===== src/rtl/bip_program_loader.sv =====
// bip_program_loader
//   UART-driven program loader for the BIP processor. An 8N1 byte stream on
//   rx is framed as: 'L' (0x4C), 16-bit word count N (big-endian), then N
//   16-bit instruction words (big-endian). Each word is written to program
//   memory at sequential addresses starting at 0. start_bip pulses for one
//   cycle once the whole load has completed.
//
//   Optional feature macro: LOADER_CHECKSUM_EN
//     When defined, one extra byte follows the words: the XOR of all 2N data
//     bytes. A mismatch aborts the load with err set and no start_bip.
//
// Ports
//   clk        system clock, rising edge
//   reset      asynchronous active-low reset
//   rx         serial input, idles high
//   pm_we      program memory write strobe, one cycle per word
//   pm_addr    program memory write address
//   pm_wdata   program memory write data
//   start_bip  one-cycle pulse after a successful load
//   busy       load in progress
//   err        sticky error (framing, address overflow, checksum)
module bip_program_loader #(
    parameter int AB       = 11,
    parameter int DB       = 16,
    parameter int TICK_DIV = 163
) (
    input  logic          clk,
    input  logic          reset,
    input  logic          rx,
    output logic          pm_we,
    output logic [AB-1:0] pm_addr,
    output logic [DB-1:0] pm_wdata,
    output logic          start_bip,
    output logic          busy,
    output logic          err
);

    localparam int TW = (TICK_DIV > 1) ? $clog2(TICK_DIV) : 1;
    localparam logic [7:0] CMD_LOAD = 8'h4C;

    // ---------------------------------------------------------------- receiver
    typedef enum logic [1:0] {RX_IDLE, RX_START, RX_DATA, RX_STOP} rx_state_t;

    rx_state_t       rx_state_q, rx_state_d;
    logic            rx_meta_q, rx_sync_q, rx_prev_q;
    logic [TW-1:0]   tick_cnt_q;
    logic            tick;
    logic [3:0]      os_cnt_q;
    logic [2:0]      bit_cnt_q;
    logic [7:0]      shift_q;
    logic            byte_valid_q, frame_err_q;
    logic            os_done;

    assign tick = (tick_cnt_q == TW'(TICK_DIV - 1));
    // Start bit is confirmed at the 8th tick (mid-bit); data and stop bits
    // are then sampled every 16 ticks, landing on each bit centre.
    assign os_done = tick && (os_cnt_q == ((rx_state_q == RX_START) ? 4'd7 : 4'd15));

    always_ff @(posedge clk or negedge reset) begin
        if (!reset) rx_state_q <= RX_IDLE;
        else        rx_state_q <= rx_state_d;
    end

    always_comb begin
        rx_state_d = rx_state_q;
        unique case (rx_state_q)
            RX_IDLE:  if (rx_prev_q && !rx_sync_q) rx_state_d = RX_START;
            RX_START: if (os_done) rx_state_d = rx_sync_q ? RX_IDLE : RX_DATA;
            RX_DATA:  if (os_done && bit_cnt_q == 3'd7) rx_state_d = RX_STOP;
            RX_STOP:  if (os_done) rx_state_d = RX_IDLE;
            default:  rx_state_d = RX_IDLE;
        endcase
    end

    always_ff @(posedge clk or negedge reset) begin
        if (!reset) begin
            rx_meta_q    <= 1'b1;
            rx_sync_q    <= 1'b1;
            rx_prev_q    <= 1'b1;
            tick_cnt_q   <= '0;
            os_cnt_q     <= '0;
            bit_cnt_q    <= '0;
            shift_q      <= '0;
            byte_valid_q <= 1'b0;
            frame_err_q  <= 1'b0;
        end else begin
            rx_meta_q  <= rx;
            rx_sync_q  <= rx_meta_q;
            rx_prev_q  <= rx_sync_q;
            tick_cnt_q <= tick ? '0 : tick_cnt_q + TW'(1);

            if (rx_state_q == RX_IDLE || os_done) os_cnt_q <= '0;
            else if (tick)                        os_cnt_q <= os_cnt_q + 4'd1;

            if (rx_state_q == RX_START) bit_cnt_q <= '0;
            else if (rx_state_q == RX_DATA && os_done) bit_cnt_q <= bit_cnt_q + 3'd1;

            if (rx_state_q == RX_DATA && os_done) shift_q <= {rx_sync_q, shift_q[7:1]};

            byte_valid_q <= (rx_state_q == RX_STOP) && os_done &&  rx_sync_q;
            frame_err_q  <= (rx_state_q == RX_STOP) && os_done && !rx_sync_q;
        end
    end

    // ---------------------------------------------------------------- framer
    typedef enum logic [2:0] {
        S_IDLE, S_CNT_HI, S_CNT_LO, S_W_HI, S_W_LO, S_WRITE,
`ifdef LOADER_CHECKSUM_EN
        S_CHK,
`endif
        S_DONE
    } state_t;

`ifdef LOADER_CHECKSUM_EN
    localparam state_t S_AFTER_LAST = S_CHK;
    logic [7:0] csum_q;
`else
    localparam state_t S_AFTER_LAST = S_DONE;
`endif

    state_t          state_q, state_d;
    logic [15:0]     cnt_q;
    logic [AB-1:0]   addr_q;
    logic            ovf_q;     // every further word lies beyond the address space
    logic [DB-1:0]   wdata_q;
    logic            err_q;
    logic            waiting;   // states that consume received bytes

    assign waiting = !(state_q == S_IDLE || state_q == S_WRITE || state_q == S_DONE);

    always_ff @(posedge clk or negedge reset) begin
        if (!reset) state_q <= S_IDLE;
        else        state_q <= state_d;
    end

    always_comb begin
        state_d = state_q;
        if (waiting && frame_err_q) begin
            state_d = S_IDLE;
        end else begin
            unique case (state_q)
                S_IDLE:   if (byte_valid_q && shift_q == CMD_LOAD) state_d = S_CNT_HI;
                S_CNT_HI: if (byte_valid_q) state_d = S_CNT_LO;
                S_CNT_LO: if (byte_valid_q)
                              state_d = ({cnt_q[15:8], shift_q} == 16'd0) ? S_AFTER_LAST : S_W_HI;
                S_W_HI:   if (byte_valid_q) state_d = S_W_LO;
                S_W_LO:   if (byte_valid_q) state_d = S_WRITE;
                S_WRITE:  state_d = (cnt_q == 16'd1) ? S_AFTER_LAST : S_W_HI;
`ifdef LOADER_CHECKSUM_EN
                S_CHK:    if (byte_valid_q) state_d = (shift_q == csum_q) ? S_DONE : S_IDLE;
`endif
                S_DONE:   state_d = S_IDLE;
                default:  state_d = S_IDLE;
            endcase
        end
    end

    always_comb begin
        pm_we     = (state_q == S_WRITE) && !ovf_q;
        start_bip = (state_q == S_DONE);
        busy      = waiting || (state_q == S_WRITE);
        pm_addr   = addr_q;
        pm_wdata  = wdata_q;
        err       = err_q;
    end

    always_ff @(posedge clk or negedge reset) begin
        if (!reset) begin
            cnt_q   <= '0;
            addr_q  <= '0;
            ovf_q   <= 1'b0;
            wdata_q <= '0;
            err_q   <= 1'b0;
`ifdef LOADER_CHECKSUM_EN
            csum_q  <= '0;
`endif
        end else begin
            if (waiting && frame_err_q) err_q <= 1'b1;
            if (byte_valid_q) begin
                unique case (state_q)
                    S_IDLE: if (shift_q == CMD_LOAD) begin
                        err_q  <= 1'b0;
                        addr_q <= '0;
                        ovf_q  <= 1'b0;
`ifdef LOADER_CHECKSUM_EN
                        csum_q <= '0;
`endif
                    end
                    S_CNT_HI: cnt_q[15:8] <= shift_q;
                    S_CNT_LO: cnt_q[7:0]  <= shift_q;
                    S_W_HI: begin
                        wdata_q[15:8] <= shift_q;
`ifdef LOADER_CHECKSUM_EN
                        csum_q <= csum_q ^ shift_q;
`endif
                    end
                    S_W_LO: begin
                        wdata_q[7:0] <= shift_q;
`ifdef LOADER_CHECKSUM_EN
                        csum_q <= csum_q ^ shift_q;
`endif
                    end
`ifdef LOADER_CHECKSUM_EN
                    S_CHK: if (shift_q != csum_q) err_q <= 1'b1;
`endif
                    default: ;
                endcase
            end
            if (state_q == S_WRITE) begin
                cnt_q  <= cnt_q - 16'd1;
                addr_q <= addr_q + AB'(1);
                if (&addr_q) ovf_q <= 1'b1;
                if (ovf_q)   err_q <= 1'b1;  // word consumed but dropped
            end
        end
    end

endmodule


===== config.mk =====
export PLATFORM = sky130hd
export DESIGN_NAME = bip_program_loader
export DESIGN_NICKNAME = d
export VERILOG_FILES = /design/src/rtl/bip_program_loader.sv
export SDC_FILE = /design/constraint.sdc
export NUM_CORES = 1
export LEC_CHECK = 0
export ABC_AREA = 0
export CAP_MARGIN = 20
export CORE_MARGIN = 2
export CORE_UTILIZATION = 45
export CTS_CLUSTER_DIAMETER = 200
export CTS_CLUSTER_SIZE = 30
export DETAILED_ROUTE_END_ITERATION = 6
export PLACE_DENSITY_LB_ADDON = 0.05
export SYNTH_ARGS = -nofsm -noshare
export SYNTH_HDL_FRONTEND = slang
export SYNTH_SLANG_ARGS = --single-unit

===== constraint.sdc =====
create_clock -name clk -period 2.6 [get_ports clk]
set_clock_uncertainty 0.15 [all_clocks]
set_input_delay 0.39 -clock clk [delete_from_list [all_inputs] [get_ports clk]]
set_output_delay 0.39 -clock clk [all_outputs]
set_load 0.05 [all_outputs]

==> impl_metrics.csv, run 1 <==
group,metric,value,unit
floorplanning,initial_core_util,46.0,%
hold_path,hp-start,"rx_meta_q$_DFF_PN1_",
floorplanning,die_area,0.00964,mm²
setup_path,path_delay_family,"simple AND/OR/NAND/NOR gates",
pwr,cellLeakagePower,2.16,nW
global_route,overflow,0,
pwr,power.density,469,mW/mm²
synthesis,async_flop_share,100,%
place,hpwl,5.85,mm
setup_path,end_kind,"primary output",
hold_path,hold_path_depth,0,
detailed_routing,viasPerCell,5.84,
setup_path,slowest_stage,"dfrtp_1",
timing,hold_viol,0,
timing,slew_headroom,65.4,%
synthesis,synth_nets,395,
global_route,grt_use_total,19.0,%
detailed_routing,drc_errors,0,
hold_path,hold-path-endpoint,"rx_sync_q$_DFF_PN1_",
pwr,clock_power_share,43.1,%
timing,fin_setup_tns,0,ns
job,cap_violations,0,
clock_network,cts_setup_buffers,0,
floorplanning,core-area,0.00868,mm²
place,dpl_cell_area,0.00447,mm²
clock_network,cts_tree,"done",
pwr,intPower,1.68,mW
floorplanning,die_h,98.2,µm
clock_network,clk_latency,0.35,ns
clock_network,cts.path.max_buffers,2,
hold_path,min_path_type,"reg2reg",
synthesis,syn_area,0.00399,mm²
setup_path,reg2reg_slack,0.24,ns
pwr,irDropWorstVdd,280,µV
timing,fin_crit_sh,92.1,%
detailed_routing,post_drt_wl_per_cell,16.3,µm
status,run_status,"finished, final reports clean",
final_layout,final_area,0.00469,mm²
setup_path,critPathKind,"reg2out",
timing,fmax,0.417,GHz
synthesis,netlist-cell-type-count,68,
pwr,power_frac_comb,1.4,%
detailed_routing,drt_first_pass_iters,4,
setup_path,r2r_cells,4,
place,place_congestion,0.792,
setup_path,r2r_start,"shift_q[4]$_DFFE_PN0P_",
detailed_routing,ant_nets,0,
setup_path,critPathArrivalTime,1.86,ns
timing,worst_pin_slew,0.519,ns
setup_path,critPathLaunchType,"flip-flop",
clock_network,clkTransAtPathRegs,0.08,ns
timing,min_period,2.40,ns
floorplanning,rows,34,
synthesis,ys_seq_elements,78,
clock_network,cts.sinks,78,
setup_path,worstPathMaxFanout,13,
detailed_routing,wl,8.67,mm
pwr,power_frac_seq,55.5,%
clock_network,cts_max_level,3,
global_route,grt_pass1_vias,2982,
final_layout,diodes,0,
final_layout,nNetsFinal,429,
setup_path,cp_slowest_stage_delay,0.50,ns
synthesis,postSynthAreaPerCell,10.4,µm²
clock_network,numCtsBuffers,9,
setup_path,path_buf_inv,1,
setup_path,worstPathCellList,"nand3b_1, nor2_1, buf_12",
final_layout,area_delta_synth_final,17.4,%
synthesis,yosysWarnings,0,
global_route,antenna_found_initial,0,
global_route,grt_max_degree,41,
floorplanning,io_pins,34,
floorplanning,die_w,98.2,µm
pwr,p_switching,0.517,mW
timing,drv_slew,0,
clock_network,cts-root-buf,"clkbuf_8",
timing,rsz0062_at_grt,"no",
synthesis,synthFlopType,"dfrtp_1",
synthesis,yosysSeqAreaShare,49.0,%
synthesis,synth_edf_count,0,
detailed_routing,vias,3101,
pwr,finalPower,2.20,mW
global_route,grt_pass1_wl,14.9,mm
synthesis,synthCells,384,
final_layout,layout-drive-gt1-share,17.5,%
final_layout,fillers,778,
pwr,switching_share,23.6,%
detailed_routing,drt_iter0_drc,166,
place,port_buffers,33,
setup_path,r2r_end,"pm_addr[2]$_DFFE_PN0P_",
timing,finalSetupViolations,0,
setup_path,crit_required,2.06,ns
[through the flow]
step	hold WS, ns	utilization (%)	cells	worst slack [ns]
3_3_place_gp	0.197	51.5	514	0.293
6_report	0.209	54.0	531	0.205
5_1_grt	0.213	54.0	531	0.0526
4_1_cts	0.213	54.0	531	0.00755
3_5_place_dp	0.200	51.5	514	0.261
2_1_floorplan	-0.0556	-	384	0.287
[worst max path at each step]
stage | from | end | cells past startpoint
after floorplan | state_q[1]$_DFFE_PN0P_ | pm_we | 5
after global placement | shift_q[4]$_DFFE_PN0P_ | pm_addr[2]$_DFFE_PN0P_ | 4
after detailed placement | shift_q[4]$_DFFE_PN0P_ | pm_addr[9]$_DFFE_PN0P_ | 4
after CTS | state_q[1]$_DFFE_PN0P_ | start_bip | 3
after global routing | state_q[1]$_DFFE_PN0P_ | pm_we | 3
final | state_q[1]$_DFFE_PN0P_ | pm_we | 3
[state kept, by name, indices dropped and copies added, names as in the netlist, named ones only]
name / count
rx_sync_q: 1
pm_wdata: 16
frame_err_q: 1
rx_state_q: 1
rx_prev_q: 1
rx_meta_q: 1
byte_valid_q: 1
ovf_q: 1
os_cnt_q: 4
cnt_q: 16
tick_cnt_q: 8
state_q: 3
err: 1
bit_cnt_q: 3
pm_addr: 11
shift_q: 8
[synth_stat cells (all sizes together) (3+ instances only)]
library cell	n	area, µm²
o21ai	21	105
a22oi	3	22.5
nor2b	6	37.5
nor2	25	93.8
a221o	3	30.0
nand3	11	55.1
nor3	7	40.0
a31oi	7	43.8
nor4	9	62.6
mux2	24	270
xnor2	7	61.3
and2	4	27.5
and3	7	43.8
a22o	3	30.0
nand2b	8	50.1
o21bai	3	22.5
nor3b	4	30.0
and4	5	43.8
mux2i	6	60.1
clkbuf	20	75.1
a21oi	15	75.1
nand4	7	43.8
a41oi	3	26.3
or2	3	18.8
nand2	22	82.6
dfrtp	75	1880
dfstp	3	78.8
or3	6	37.5
buf	4	25.0
or4	5	45.0
and3b	3	26.3
inv	11	41.3
ha	8	100
[what timing repair did]
| action | CTS | global route |
|---|---|---|
| gates resized for setup | 0 | 1 |
| endpoints found under the hold margin | 38 | 0 |
| endpoints found under the setup margin | 0 | 1 |
| hold buffers | 1 | 0 |
[power groups by stage]
stage                     Sequential [mW]  Clock, mW  Combinational (mW)
after floorplan                      1.24          0            0.000683
after global placement               1.24          0              0.0324
final                                1.22      0.947              0.0309
after global routing                 1.22       1.03              0.0374
after CTS                            1.22      0.980              0.0334
after detailed placement             1.24          0              0.0320
[routing by layer]
metal  wire (µm)  track usage (%)
met5           0                0
met4          70             6.53
met3         329             3.08
met2        4030             29.2
met1        4240             27.6
[placed cells by master (no fill, tap or decap), types with 3 or more instances in the layout]
cell type | netlist | layout
ha_1 | 8 | 8
dfstp_2 | 3 | 3
a31oi_1 | 7 | 7
inv_1 | 11 | 11
nor4_1 | 8 | 8
or4_1 | 3 | 3
buf_4 | 0 | 14
dfrtp_1 | 75 | 75
and3b_1 | 3 | 3
nor2b_1 | 6 | 6
mux2i_1 | 6 | 6
inv_6 | 0 | 4
o21bai_1 | 3 | 3
nand3_1 | 11 | 11
or2_2 | 3 | 3
and4_1 | 5 | 5
nand4_1 | 7 | 7
nand2_1 | 22 | 22
a221o_1 | 3 | 3
and2_1 | 3 | 3
and3_1 | 7 | 7
nor3b_1 | 4 | 4
nor3_1 | 6 | 6
a21oi_1 | 15 | 15
clkdlybuf4s50_1 | 0 | 29
o21ai_0 | 21 | 21
nand2b_1 | 8 | 8
a22oi_1 | 3 | 3
mux2_2 | 24 | 24
or3_1 | 6 | 6
clkbuf_8 | 0 | 9
xnor2_1 | 7 | 7
a41oi_1 | 3 | 3
nor2_1 | 25 | 25
a22o_2 | 3 | 3
[worst reg2reg max path: stages (launching register included)]
cell and delay (ns):
dfrtp_1 0.47, or4_4 0.58, or4_4 0.56, and2_4 0.21
a211o_1 0.28
[kinds of logic after synthesis]
kind of cell / Yosys count / synth area share, %
simple gates: 140 / 20.3
flops: 78 / 49.0
buf+inv: 35 / 3.54
fa+ha+maj: 8 / 2.51
mux: 30 / 8.28
xor+xnor: 8 / 1.76
compound gates: 85 / 14.6
[cell type report]
type	instances	area, µm²	area share, %
clock buffer	9	124	2.64
clock inverter	7	77.6	1.66
inverter	11	41.3	0.881
multi-input combinational	271	1890	40.4
sequential	78	1960	41.7
tap	108	135	2.88
timing repair buffer	47	458	9.77
Power figures use the tool's default switching activity.
==> inputs of run 2 (changes only) <==
--- a/config.mk
+++ b/config.mk
@@ -6,7 +6,6 @@
 export NUM_CORES = 1
 export LEC_CHECK = 0
 export ABC_AREA = 0
-export CAP_MARGIN = 20
 export CORE_MARGIN = 2
 export CORE_UTILIZATION = 45
 export CTS_CLUSTER_DIAMETER = 200
==> results of run 2 <==
The final DEF is identical to that of run 1; final timing and power are the same.
==> inputs of run 3 (changes only) <==
==> constraint.sdc (replaced) <==
create_clock -name clk -period 2.6 [get_ports clk]
set_clock_uncertainty 0.15 [all_clocks]
set_input_delay 0.39 -clock clk [delete_from_list [all_inputs] [get_ports clk]]
set_output_delay 0.39 -clock clk [all_outputs]
set_load 0.01 [all_outputs]
==> run 3 against run 2 <==
- setup slack improved by 0.044 ns
- largest cell class unchanged
- register-to-register slack about the same
- critical path type is now reg2reg
- final cell count down 0.19%
- fmax up 1.9%
- core utilization down 0.16 points
- clock power up 1%
- combinational power is essentially flat
==> impl_metrics.csv, run 3 (synthesis gave the netlist of run 1 again) <==
group,metric,value,unit
clock_network,cts_tree,"done",
place,post-place-ws,0.256,ns
timing,min_period,2.35,ns
detailed_routing,drt_iter0_drc,122,
clock_network,clk_latency,0.36,ns
job,cap_violations,0,
clock_network,clkTransAtPathRegs,0.09,ns
global_route,antenna_found_initial,0,
final_layout,final_common_cell,"dfrtp_1",
setup_path,worstPathCellList,"or4_4, or4_4, and2_4, a211o_1",
setup_path,reg2reg_slack,0.25,ns
setup_path,critPathLaunchType,"flip-flop",
pwr,finalPower,2.21,mW
floorplanning,initial_core_util,46.0,%
floorplanning,rows,34,
clock_network,cts_max_level,3,
final_layout,fillers,775,
timing,fin_crit_sh,90.4,%
global_route,grt_pass1_wl,14.9,mm
detailed_routing,ant_nets,0,
setup_path,r2r_start,"shift_q[4]$_DFFE_PN0P_",
setup_path,worstPathMaxFanout,8,
clock_network,cts_setup_buffers,0,
setup_path,cp_slowest_stage_delay,0.58,ns
timing,fin_setup_tns,0,ns
timing,finalSetupViolations,0,
setup_path,r2r_cells,4,
setup_path,critPathArrivalTime,2.45,ns
global_route,grt_use_total,19.0,%
final_layout,final_cell_mix,"75 x dfrtp_1, 31 x clkdlybuf4s50_1, 25 x nor2_1",
setup_path,slowest_stage,"or4_4",
detailed_routing,post_drt_wl_per_cell,16.3,µm
timing,layout_setup_ws,0.249,ns
clock_network,cts.path.max_buffers,2,
floorplanning,core-area,0.00868,mm²
detailed_routing,wl,8.62,mm
timing,fmax,0.425,GHz
pwr,irDropWorstVdd,265,µV
floorplanning,die_area,0.00964,mm²
final_layout,diodes,0,
setup_path,critPathKind,"reg2reg",
clock_network,numCtsBuffers,9,
pwr,power.density,473,mW/mm²
pwr,cellLeakagePower,2.14,nW
detailed_routing,drc_errors,0,
timing,worst_pin_slew,0.477,ns
floorplanning,io_pins,34,
hold_path,min_path_type,"reg2reg",
setup_path,r2r_end,"pm_addr[9]$_DFFE_PN0P_",
final_layout,layout-drive-gt1-share,16.8,%
global_route,grt_pass1_vias,2993,
timing,slew_headroom,68.2,%
setup_path,worst_path_most_repeated_cell,"or4_4",
timing,drv_slew,0,
setup_path,critPathLaunch,"shift_q[4]$_DFFE_PN0P_",
place,hpwl,5.75,mm
detailed_routing,viasPerCell,5.74,
timing,hold_viol,0,
status,run_status,"finished, final reports clean",
place,port_buffers,33,
detailed_routing,vias,3042,
timing,fin_hold_ws,0.212,ns
final_layout,area_delta_synth_final,17.1,%
global_route,grt_max_degree,45,
clock_network,cts-root-buf,"clkbuf_8",
setup_path,end_kind,"flip-flop",
final_layout,nNetsFinal,428,
timing,rsz0062_at_grt,"no",
floorplanning,die_w,98.2,µm
floorplanning,die_h,98.2,µm
detailed_routing,drt_first_pass_iters,4,
setup_path,crit_required,2.69,ns
clock_network,cts.sinks,78,
setup_path,endpoint,"pm_addr[9]$_DFFE_PN0P_",
global_route,overflow,0,
place,place_congestion,0.822,
[run 3: changes by cell type in the layout (fill, tap and decap cells not counted)]
cell             before  now
buf_12                2    1
buf_4                14   12
clkinv_2              1    0
inv_6                 4    3
clkdlybuf4s50_1      29   31
clkinvlp_4            1    3
[run 3: metrics by stage]
stage | std cells | utilization [%] | cell area, µm²
global placement | 513 | 51.4 | 4460
detailed placement | 513 | 51.4 | 4460
CTS | 530 | 53.8 | 4670
finish | 530 | 53.8 | 4670
floorplan | 384 | - | 3990
global route | 530 | 53.8 | 4670
[run 3: timing repair]
action / CTS / global route
hold buffers: 1 / 0
endpoints found under the setup margin: 0 / 1
endpoints found under the hold margin: 34 / 0
resized for setup: 0 / 1
[run 3: worst max-delay path, delay by kind of cell, from the launching register on]
kind               cells  cell delay (ns)
and+or+nand+nor        3             1.34
DFF                    1             0.46
AOI/OAI and AO/OA      1             0.28
[run 3: final cells by class]
class	instances	area [µm²]	area share, %
clock inverter	7	78.8	1.69
tap	108	135	2.89
sequential	78	1960	41.9
timing repair buffer	46	443	9.48
clock buffer	9	124	2.65
multi-input combinational	271	1890	40.5
inverter	11	41.3	0.884
[run 3: worst min-delay path by stage]
stage	startpoint	end	slack, ns	depth (start not counted)
final	rx_meta_q$_DFF_PN1_	rx_sync_q$_DFF_PN1_	0.21	0
after global routing	rx_meta_q$_DFF_PN1_	rx_sync_q$_DFF_PN1_	0.22	0
after CTS	rx_meta_q$_DFF_PN1_	rx_sync_q$_DFF_PN1_	0.21	0
after detailed placement	rx_meta_q$_DFF_PN1_	rx_sync_q$_DFF_PN1_	0.20	0
after global placement	rx_meta_q$_DFF_PN1_	rx_sync_q$_DFF_PN1_	0.20	0
after floorplan	reset	asynchronous set/reset pin	-0.06	0
[run 3: per-layer routing]
metal  GRT usage [%]  vias up  share of wire [%]
met2            28.0       60                 45
met1            28.6     1481                 50
met3            2.86       11                3.7
li1                -     1490                  -
met4            6.85        0                1.8
met5               0        -                  0
[run 3: report_power, final]
part           internal (mW)  switching, mW  leakage [nW]  total, mW
Combinational        0.00661         0.0245         0.990     0.0311
Clock                  0.454          0.506        0.0929      0.960
Sequential              1.22        0.00157          1.06       1.22
Total                   1.68          0.532          2.14       2.21
